## src/rtl/controle_portao_pkg.sv

```systemverilog
`default_nettype none
// ============================================================================
// Module      : controle_portao_pkg
// Description : Shared types and constants for the sliding-gate sequencer:
//               3-bit state encoding and active-low 7-segment codes
//               ({g,f,e,d,c,b,a}).
// Revision    : 1.0 - initial release
// ============================================================================
package controle_portao_pkg;

    typedef enum logic [2:0] {
        FECHADO  = 3'd0,
        ABRINDO  = 3'd1,
        ABERTO   = 3'd2,
        FECHANDO = 3'd3,
        PARADO   = 3'd4,
        ERRO     = 3'd5
    } estado_t;

    localparam logic [6:0] SEG_F   = 7'b0001110;
    localparam logic [6:0] SEG_A   = 7'b0001000;
    localparam logic [6:0] SEG_P   = 7'b0001100;
    localparam logic [6:0] SEG_E   = 7'b0000110;
    localparam logic [6:0] SEG_MOV = 7'b1000000;

endpackage
`default_nettype wire

```

## src/rtl/sincronizador.sv

```systemverilog
`default_nettype none
// ============================================================================
// Module      : sincronizador
// Description : Two-flop synchronizer for one asynchronous input. With
//               BORDA_EN = 1 the output is a one-cycle pulse on the rising
//               edge of the synchronized level; otherwise it is the level.
// Ports       : clock   - system clock
//               reset_n - asynchronous active-low reset (clears all flops)
//               entrada - asynchronous input
//               saida   - synchronized level or rising-edge pulse
// Revision    : 1.0 - initial release
// ============================================================================
module sincronizador #(
    parameter bit BORDA_EN = 1'b0
) (
    input  logic clock,
    input  logic reset_n,
    input  logic entrada,
    output logic saida
);

    logic [1:0] r_sync;

    always_ff @(posedge clock or negedge reset_n) begin
        if (!reset_n) begin
            r_sync <= 2'b00;
        end else begin
            r_sync <= {r_sync[0], entrada};
        end
    end

    generate
        if (BORDA_EN) begin : g_borda
            logic r_anterior;

            always_ff @(posedge clock or negedge reset_n) begin
                if (!reset_n) begin
                    r_anterior <= 1'b0;
                end else begin
                    r_anterior <= r_sync[1];
                end
            end

            // High only in the first cycle the synchronized level is 1, so a
            // held button produces a single request.
            assign saida = r_sync[1] & ~r_anterior;
        end else begin : g_nivel
            assign saida = r_sync[1];
        end
    endgenerate

endmodule
`default_nettype wire

```

## src/rtl/controle_portao.sv

```systemverilog
`default_nettype none
// ============================================================================
// Module      : controle_portao
// Description : Sliding-gate motor sequencer. One pushbutton steps the gate
//               through open / stop / close; limit switches end travel, the
//               photocell reverses a closing gate, and a travel watchdog or
//               a contradictory limit-switch pair latches ERRO until reset.
//               Optional auto-close from ABERTO: define
//               CONTROLE_PORTAO_AUTO_FECHA_EN.
// Ports       : clock, reset_n (async, active-low)
//               botao, fim_aberto, fim_fechado, obstaculo - async inputs
//               motor_en, sentido       - motor driver controls
//               led_verde, led_vermelho - status LEDs
//               display                 - active-low {g,f,e,d,c,b,a}
//               estado                  - current state code (debug)
// Revision    : 1.0 - initial release
// ============================================================================
module controle_portao
    import controle_portao_pkg::*;
#(
    parameter int unsigned CICLOS_CURSO  = 500_000_000,
    parameter int unsigned CICLOS_ABERTO = 250_000_000,
    parameter int          LARG_CONT     = 29
) (
    input  logic       clock,
    input  logic       reset_n,
    input  logic       botao,
    input  logic       fim_aberto,
    input  logic       fim_fechado,
    input  logic       obstaculo,
    output logic       motor_en,
    output logic       sentido,
    output logic       led_verde,
    output logic       led_vermelho,
    output logic [6:0] display,
    output logic [2:0] estado
);

    localparam logic [LARG_CONT-1:0] c_FIM_CURSO  = LARG_CONT'(CICLOS_CURSO - 1);
`ifdef CONTROLE_PORTAO_AUTO_FECHA_EN
    localparam logic [LARG_CONT-1:0] c_FIM_ABERTO = LARG_CONT'(CICLOS_ABERTO - 1);
`endif

    logic                 w_pedido;
    logic                 w_fa_s;
    logic                 w_ff_s;
    logic                 w_obs_s;

    estado_t              r_estado;
    estado_t              w_prox;
    logic [LARG_CONT-1:0] r_timer;
    logic [LARG_CONT-1:0] w_timer_prox;
    logic                 r_ultimo_sentido;
    logic                 w_ultimo_prox;

    sincronizador #(.BORDA_EN(1'b1)) u_sync_botao (
        .clock(clock), .reset_n(reset_n), .entrada(botao), .saida(w_pedido));
    sincronizador #(.BORDA_EN(1'b0)) u_sync_fa (
        .clock(clock), .reset_n(reset_n), .entrada(fim_aberto), .saida(w_fa_s));
    sincronizador #(.BORDA_EN(1'b0)) u_sync_ff (
        .clock(clock), .reset_n(reset_n), .entrada(fim_fechado), .saida(w_ff_s));
    sincronizador #(.BORDA_EN(1'b0)) u_sync_obs (
        .clock(clock), .reset_n(reset_n), .entrada(obstaculo), .saida(w_obs_s));

    always_ff @(posedge clock or negedge reset_n) begin
        if (!reset_n) begin
            r_estado         <= FECHADO;
            r_timer          <= '0;
            r_ultimo_sentido <= 1'b0;
        end else begin
            r_estado         <= w_prox;
            r_timer          <= w_timer_prox;
            r_ultimo_sentido <= w_ultimo_prox;
        end
    end

    // Next state. Each case arm lists its conditions in priority order:
    // limit switch / timeout, then obstacle, then button request.
    always_comb begin
        w_prox        = r_estado;
        w_ultimo_prox = r_ultimo_sentido;
        if (w_fa_s && w_ff_s && (r_estado != ERRO)) begin
            // Both limits closed at once can only be a wiring/sensor fault.
            w_prox = ERRO;
        end else begin
            case (r_estado)
                FECHADO: begin
                    if (w_pedido) w_prox = ABRINDO;
                end
                ABRINDO: begin
                    if (w_fa_s)                        w_prox = ABERTO;
                    else if (r_timer == c_FIM_CURSO)   w_prox = ERRO;
                    else if (w_pedido) begin
                        w_prox        = PARADO;
                        w_ultimo_prox = 1'b1;
                    end
                end
                ABERTO: begin
`ifdef CONTROLE_PORTAO_AUTO_FECHA_EN
                    if ((r_timer == c_FIM_ABERTO) && !w_obs_s) w_prox = FECHANDO;
                    else if (w_pedido)                         w_prox = FECHANDO;
`else
                    if (w_pedido) w_prox = FECHANDO;
`endif
                end
                FECHANDO: begin
                    if (w_ff_s)                        w_prox = FECHADO;
                    else if (r_timer == c_FIM_CURSO)   w_prox = ERRO;
                    else if (w_obs_s)                  w_prox = ABRINDO;
                    else if (w_pedido) begin
                        w_prox        = PARADO;
                        w_ultimo_prox = 1'b0;
                    end
                end
                PARADO: begin
                    // Resume opposite to the direction that was interrupted.
                    if (w_pedido) w_prox = r_ultimo_sentido ? FECHANDO : ABRINDO;
                end
                ERRO: begin
                    w_prox = ERRO;
                end
                default: begin
                    w_prox = ERRO;
                end
            endcase
        end
    end

    // Timer: restarts on any state change, counts only in the timed states
    // and saturates instead of wrapping.
    always_comb begin
        w_timer_prox = '0;
        if ((w_prox == r_estado) &&
            ((r_estado == ABRINDO) || (r_estado == FECHANDO) || (r_estado == ABERTO))) begin
            if (r_timer != '1) begin
                w_timer_prox = r_timer + LARG_CONT'(1);
            end else begin
                w_timer_prox = r_timer;
            end
`ifdef CONTROLE_PORTAO_AUTO_FECHA_EN
            // Dwell expired but beam blocked: park at the expiry value so the
            // gate closes as soon as the beam clears.
            if ((r_estado == ABERTO) && (r_timer == c_FIM_ABERTO)) begin
                w_timer_prox = r_timer;
            end
`endif
        end
    end

    always_comb begin
        motor_en     = 1'b0;
        sentido      = 1'b0;
        led_verde    = 1'b0;
        led_vermelho = 1'b0;
        display      = SEG_E;
        case (r_estado)
            FECHADO:  display = SEG_F;
            ABRINDO: begin
                motor_en     = 1'b1;
                sentido      = 1'b1;
                led_vermelho = 1'b1;
                display      = SEG_MOV;
            end
            ABERTO:   display = SEG_A;
            FECHANDO: begin
                motor_en  = 1'b1;
                led_verde = 1'b1;
                display   = SEG_MOV;
            end
            PARADO:   display = SEG_P;
            default: begin
                led_verde    = 1'b1;
                led_vermelho = 1'b1;
                display      = SEG_E;
            end
        endcase
    end

    assign estado = r_estado;

endmodule
`default_nettype wire

```

## config.mk

```make
export PLATFORM = sky130hd
export DESIGN_NAME = controle_portao
export DESIGN_NICKNAME = d
export VERILOG_FILES = /design/src/rtl/controle_portao_pkg.sv /design/src/rtl/sincronizador.sv /design/src/rtl/controle_portao.sv
export SDC_FILE = /design/constraint.sdc
export NUM_CORES = 1
export LEC_CHECK = 0
export ABC_CLOCK_PERIOD_IN_PS = 5400
export CAP_MARGIN = 20
export CORE_MARGIN = 3
export CORE_UTILIZATION = 40
export CTS_BUF_LIST = sky130_fd_sc_hd__clkbuf_8
export CTS_CLUSTER_DIAMETER = 50
export DETAILED_ROUTE_END_ITERATION = 8
export SYNTH_ARGS = -nofsm -noshare
export SYNTH_HDL_FRONTEND = slang
export SYNTH_HIERARCHICAL = 1
export SYNTH_SLANG_ARGS = --single-unit
```

## constraint.sdc

```tcl
create_clock -name clock -period 5.4 [get_ports clock]
set_clock_uncertainty 0.2 [all_clocks]
set_input_delay 1.08 -clock clock [delete_from_list [all_inputs] [get_ports clock]]
set_output_delay 1.08 -clock clock [all_outputs]
set_load 0.005 [all_outputs]
```

==> run_results.csv, run 1 <==
group,metric,value,unit
outcome,status,"finished, final reports clean",
critical_path,criticalPathCategory,"flip-flop to primary output",
drt,drt_iter0_drc,111,
global_route,grt_max_degree,43,
clock_tree,clock-sinks,42,
pwr,total_power,0.691,mW
die,pin_count,20,
critical_path,reg2reg_from,"r_timer[0]$_DFFE_PN0P_",
flow_run,maxCapViolations,0,
placement,portBuffers,16,
die,rows,26,
global_route,antenna_found_initial,0,
synthesis,synth_seq_cells,42,
critical_path,r2r-end,"r_timer[4]$_DFFE_PN0P_",
clock_tree,numCtsBuffers,5,
clock_tree,clk_latency,0.29,ns
min_path,worstHoldStart,"u_sync_obs/r_sync[0]$_DFF_PN0_",
clock_tree,path_clk_slew,0.09,ns
global_route,grt-ovfl-total,0,
sta,setup_violations,0,
pwr,power_density,275,nW/um2
cells_and_area,drive_gt1_share,7.09,%
synthesis,synth-edff-count,0,
die,coreArea,5240,um2
die,die-width,80.6,um
critical_path,rrSetupSlack,2.90,ns
global_route,grt_usage,14.9,%
clock_tree,ctsHoldBuffers,0,
synthesis,synth-async-reset-ratio,100,%
clock_tree,cts_root_buf,"clkbuf_8",
pwr,peakVddDrop,122,uV
sta,layout_worst_path_cycle_share,57.1,%
sta,max-slew-margin-rel,37.6,%
synthesis,synth_ff_type,"dfrtp_1",
sta,fmax,0.324,GHz
critical_path,worstPathMaxFanout,16,
min_path,hold_path_class,"flip-flop to flip-flop",
critical_path,cp.arrival,1.80,ns
synthesis,syn_area_per_cell,9.39,um2
synthesis,synthCells,237,
synthesis,synth_area,2230,um2
drt,antenna_left,0,
clock_tree,cts_max_level,2,
synthesis,synth-seq-area-share,47.2,%
min_path,holdPathStages,0,
synthesis,synth_cell_types,45,
cells_and_area,antennaDiodeCount,0,
critical_path,end_kind,"primary output",
die,die-area,6500,um2
placement,postPlaceCellArea,2420,um2
global_route,grt_pass1_vias,1554,
cells_and_area,nFillCells,506,
placement,place.gp.congestion,0.858,
clock_tree,tritoncts,"built",
cells_and_area,synthToLayoutAreaGrowth,13.0,%
clock_tree,cts_resized,0,
drt,dr_total_vias,1657,
drt,route.detailed.wl_per_inst,13.3,um
drt,drc,0,
critical_path,startpoint_type,"flip-flop",
drt,totalWireLength,4.32,mm
cells_and_area,final_common_cell,"nor2_1",
cells_and_area,final_area,2510,um2
die,start_util,42.5,%
synthesis,yosysWarningCount,6,
cells_and_area,layout_common_cells,"nor2_1, dfrtp_1, nand2_1",
critical_path,crit_required,4.12,ns
clock_tree,cts_setup_buffers,0,
global_route,grt_pass1_wl,7.51,mm
sta,rsz0062_at_grt,"false",
min_path,whs_endpoint,"u_sync_obs/r_sync[1]$_DFF_PN0_",
cells_and_area,layout.nets,260,
critical_path,rr_worst_depth,7,
drt,avgViaCountPerCell,5.11,
drt,first_pass_iters,4,
sta,slew_viol_final,0,
sta,tightest_slew,0.924,ns
pwr,leakage,0.999,nW
sta,tns,0,ns
sta,period_minus_slack,3.08,ns
sta,final_hold_viol_count,0,
die,die_h,80.6,um
placement,dp_hpwl,3.06,mm
clock_tree,clockBufferDepth,2,
[layout make-up]
type / count / area [um2] / share of cell area [%]
clock buffers: 5 / 68.8 / 2.74
clock inverters: 3 / 28.8 / 1.14
inverters: 6 / 22.5 / 0.896
multi-input cells: 181 / 1090 / 43.5
flip-flops and latches: 42 / 1050 / 41.8
well taps: 70 / 87.6 / 3.48
repair buffers: 17 / 163 / 6.47
[Yosys cell counts, types with 2 or more instances]
master,number,area (um2)
nor2_1,43,161
dfrtp_1,42,1050
nand2_1,21,78.8
xnor2_1,15,131
nand3_1,13,65.1
xor2_1,10,87.6
nand4_1,9,56.3
and3_1,8,50.1
nor3_1,8,40.0
o21ai_0,7,35.0
inv_1,6,22.5
and4_1,5,43.8
a21oi_1,4,20.0
and2_1,4,25.0
nor4_1,4,25.0
buf_4,3,22.5
clkbuf_1,3,11.3
a211o_1,2,17.5
buf_2,2,10.0
buf_6,2,22.5
nand2b_1,2,12.5
[power breakdown]
part	internal, mW	leakage (nW)	switching, mW
Combinational	0.0701	0.393	0.0600
Clock	0.0966	0.0506	0.119
Sequential	0.327	0.555	0.0181
Total	0.494	0.999	0.197
[critical path, cell delays in order, from the launching register on]
cell and delay (ns):
dfrtp_1 0.63, nor2_1 0.14, or2_2 0.29, clkdlybuf4s50_1 0.44
[registers in the layout, indices dropped and copies added, names as in the netlist]
signal,flops
r_ultimo_sentido,1
u_sync_fa/r_sync,2
u_sync_botao/r_sync,2
u_sync_ff/r_sync,2
u_sync_botao/g_borda.r_anterior,1
u_sync_obs/r_sync,2
estado,3
r_timer,29
[kinds of logic (layout without fill, tap and decap cells)]
group                    count (synthesis)  in the layout  synth area share, %
AO/OA/AOI/OAI                           24             24                 7.98
multiplexers                             2              2                0.956
XOR/XNOR                                25             25                 9.84
buffers and inverters                   16             31                 3.99
flip-flops                              42             42                 47.2
adder cells (fa/ha/maj)                  1              1                0.562
other                                    1              3                0.168
AND/OR/NAND/NOR                        126            126                 29.3
[stage by stage]
stage	hold WS, ns	instances	setup slack (ns)	utilization, %
6_report	0.154	324	2.32	48.0
5_1_grt	0.159	324	2.19	48.0
4_1_cts	0.158	324	2.30	48.0
3_5_place_dp	0.136	316	2.65	46.2
3_3_place_gp	0.132	316	2.68	46.2
2_1_floorplan	0.131	239	3.05	-
[metal layers]
metal,routed length [um],GRT usage [%],part of all wire [%],up-vias
met3,139,3.36,3.2,2
met1,2240,21.2,52,775
met2,1920,22.8,44,21
met4,17,4.05,0.39,0
li1,-,-,-,859
met5,0,0,0,-
[worst max-delay path by stage]
| stage | end | slack [ns] | startpoint | cells after the start |
|---|---|---|---|---|
| final | display[2] | 2.32 | estado[1]$_DFF_PN0_ | 3 |
| after global routing | display[2] | 2.19 | estado[1]$_DFF_PN0_ | 3 |
| after CTS | display[2] | 2.30 | estado[1]$_DFF_PN0_ | 3 |
| after detailed placement | display[2] | 2.65 | estado[1]$_DFF_PN0_ | 3 |
| after global placement | display[2] | 2.68 | estado[1]$_DFF_PN0_ | 3 |
| after floorplan | display[2] | 3.05 | estado[1]$_DFF_PN0_ | 3 |
Power figures use the tool's default switching activity.
==> run 2: changes to the inputs <==
Settings changed: ABC_CLOCK_PERIOD_IN_PS 5400 to 3100.
Clock period 5.4 ns to 3.1 ns, I/O delays scaled along.
==> run 2 against run 1 <==
- clock power rose by 75%
- non-clock buffer count is 1 higher
- sequential power rose by 74%
- setup slack worse by 1.8 ns
- register-to-register slack got worse by 2.4 ns
- critical path type unchanged
- sequential share of layout area decreased by 0.083 points
- critical endpoint unchanged
==> run_results.csv, run 2 (same netlist as run 1, synthesis figures left out) <==
group,metric,value,unit
outcome,status,"finished, final reports clean",
critical_path,cp.arrival,1.81,ns
drt,drt_iter0_drc,88,
clock_tree,cts_resized,0,
placement,portBuffers,16,
drt,dr_total_vias,1693,
placement,place_ws,0.534,ns
global_route,met3_usage,3.36,%
min_path,hold_path_class,"flip-flop to flip-flop",
cells_and_area,synthToLayoutAreaGrowth,13.2,%
clock_tree,ctsHoldBuffers,0,
pwr,p_switching,0.346,mW
global_route,antenna_found_initial,0,
cells_and_area,antennaDiodeCount,0,
drt,route.detailed.wl_per_inst,13.4,um
critical_path,startpoint_type,"flip-flop",
pwr,combPwrFrac,18.7,%
die,rows,26,
critical_path,crit_family,"flip-flops",
global_route,grt-ovfl-total,0,
clock_tree,clock-sinks,42,
sta,setup_violations,0,
clock_tree,clk_latency,0.30,ns
clock_tree,numCtsBuffers,5,
die,die-width,80.6,um
critical_path,crit_required,2.28,ns
critical_path,end_kind,"primary output",
drt,totalWireLength,4.36,mm
clock_tree,cts_root_buf,"clkbuf_8",
critical_path,criticalPathCategory,"flip-flop to primary output",
clock_tree,cts_setup_buffers,0,
sta,slew_viol_final,0,
sta,tns,0,ns
critical_path,cp_num_buf_inv,1,
placement,dp_hpwl,3.13,mm
die,die-area,6500,um2
pwr,leakage,1.00,nW
global_route,met2_usage,24.0,%
cells_and_area,regMostFlops,"r_timer",
critical_path,cp.depth,3,
sta,max-slew-margin-rel,39.6,%
drt,first_pass_iters,4,
die,die_h,80.6,um
pwr,swShare,28.7,%
pwr,p_int,0.860,mW
critical_path,cp_cell_sequence,"nor2_1, or2_2, clkdlybuf4s50_1",
clock_tree,cts_max_level,2,
clock_tree,tritoncts,"built",
sta,fmax,0.381,GHz
pwr,p_clk_share,31.4,%
critical_path,critPathMaxStageDelay,0.61,ns
sta,setup_ws,0.473,ns
die,pin_count,20,
cells_and_area,largest_reg_flops,29,
global_route,grt_max_degree,43,
placement,place.gp.congestion,0.787,
global_route,top_usage_layer,"met2",
global_route,grt_pass1_vias,1720,
min_path,holdPathStages,0,
cells_and_area,final_common_cell,"nor2_1",
drt,avgViaCountPerCell,5.21,
critical_path,cp_slowest_cell,"dfrtp_1",
cells_and_area,drive_gt1_share,7.45,%
critical_path,rr_worst_depth,8,
sta,period_minus_slack,2.63,ns
flow_run,maxCapViolations,0,
clock_tree,clockBufferDepth,2,
drt,drc,0,
sta,final_hold_viol_count,0,
die,coreArea,5240,um2
sta,tightest_slew,0.906,ns
pwr,peakVddDrop,298,uV
cells_and_area,layout_common_cells,"nor2_1, dfrtp_1, nand2_1",
cells_and_area,layout.nets,261,
global_route,grt_pass1_wl,8.16,mm
pwr,power_density,478,nW/um2
critical_path,worstPathMaxFanout,16,
clock_tree,path_clk_slew,0.09,ns
global_route,grt_usage,16.1,%
die,start_util,42.5,%
sta,rsz0062_at_grt,"false",
global_route,use_met1,23.0,%
drt,antenna_left,0,
sta,layout_worst_path_cycle_share,84.7,%
pwr,power_frac_seq,49.9,%
[run 2: worst paths after layout]
path	start	to	slack (ns)
worst min register to register	u_sync_obs/r_sync[0]$_DFF_PN0_	u_sync_obs/r_sync[1]$_DFF_PN0_	0.15
max in group asynchronous	reset_n	estado[1]$_DFF_PN0_	1.89
worst min-delay path	u_sync_obs/r_sync[0]$_DFF_PN0_	u_sync_obs/r_sync[1]$_DFF_PN0_	0.15
min in group asynchronous	reset_n	r_timer[26]$_DFFE_PN0P_	0.25
worst max-delay path	estado[1]$_DFF_PN0_	display[2]	0.47
worst max register to register	r_timer[0]$_DFFE_PN0P_	r_timer[4]$_DFFE_PN0P_	0.54
[run 2: per-layer routing]
| layer | vias up | share of wire [%] |
|---|---|---|
| met4 | 0 | 1.2 |
| met2 | 31 | 44 |
| li1 | 851 | - |
| met5 | - | 0 |
| met3 | 5 | 3.8 |
| met1 | 806 | 51 |
[run 2: cell type report]
cell class | instances | area [um2]
flip-flops and latches | 42 | 1050
multi-input cells | 181 | 1090
clock inverters | 3 | 26.3
well taps | 70 | 87.6
fillers | 523 | 2720
repair buffers | 18 | 170
inverters | 6 | 22.5
clock buffers | 5 | 68.8
[run 2: per-stage QoR]
stage	total power [mW]	instance area [um2]	instances	hold WS [ns]	utilization, %
finish	1.21	2520	325	0.154	48.1
global route	1.29	2520	325	0.180	48.1
CTS	1.23	2520	325	0.157	48.1
detailed placement	0.844	2420	317	0.135	46.3
global placement	0.842	2420	317	0.132	46.3
floorplan	0.729	2230	239	0.124	-
[run 2: power by group through the flow]
stage / Combinational, mW / Clock (mW) / Sequential, mW
after CTS: 0.231 / 0.395 / 0.603
after detailed placement: 0.230 / 0 / 0.614
after floorplan: 0.130 / 0 / 0.599
after global routing: 0.255 / 0.424 / 0.609
after global placement: 0.228 / 0 / 0.614
final: 0.225 / 0.378 / 0.602
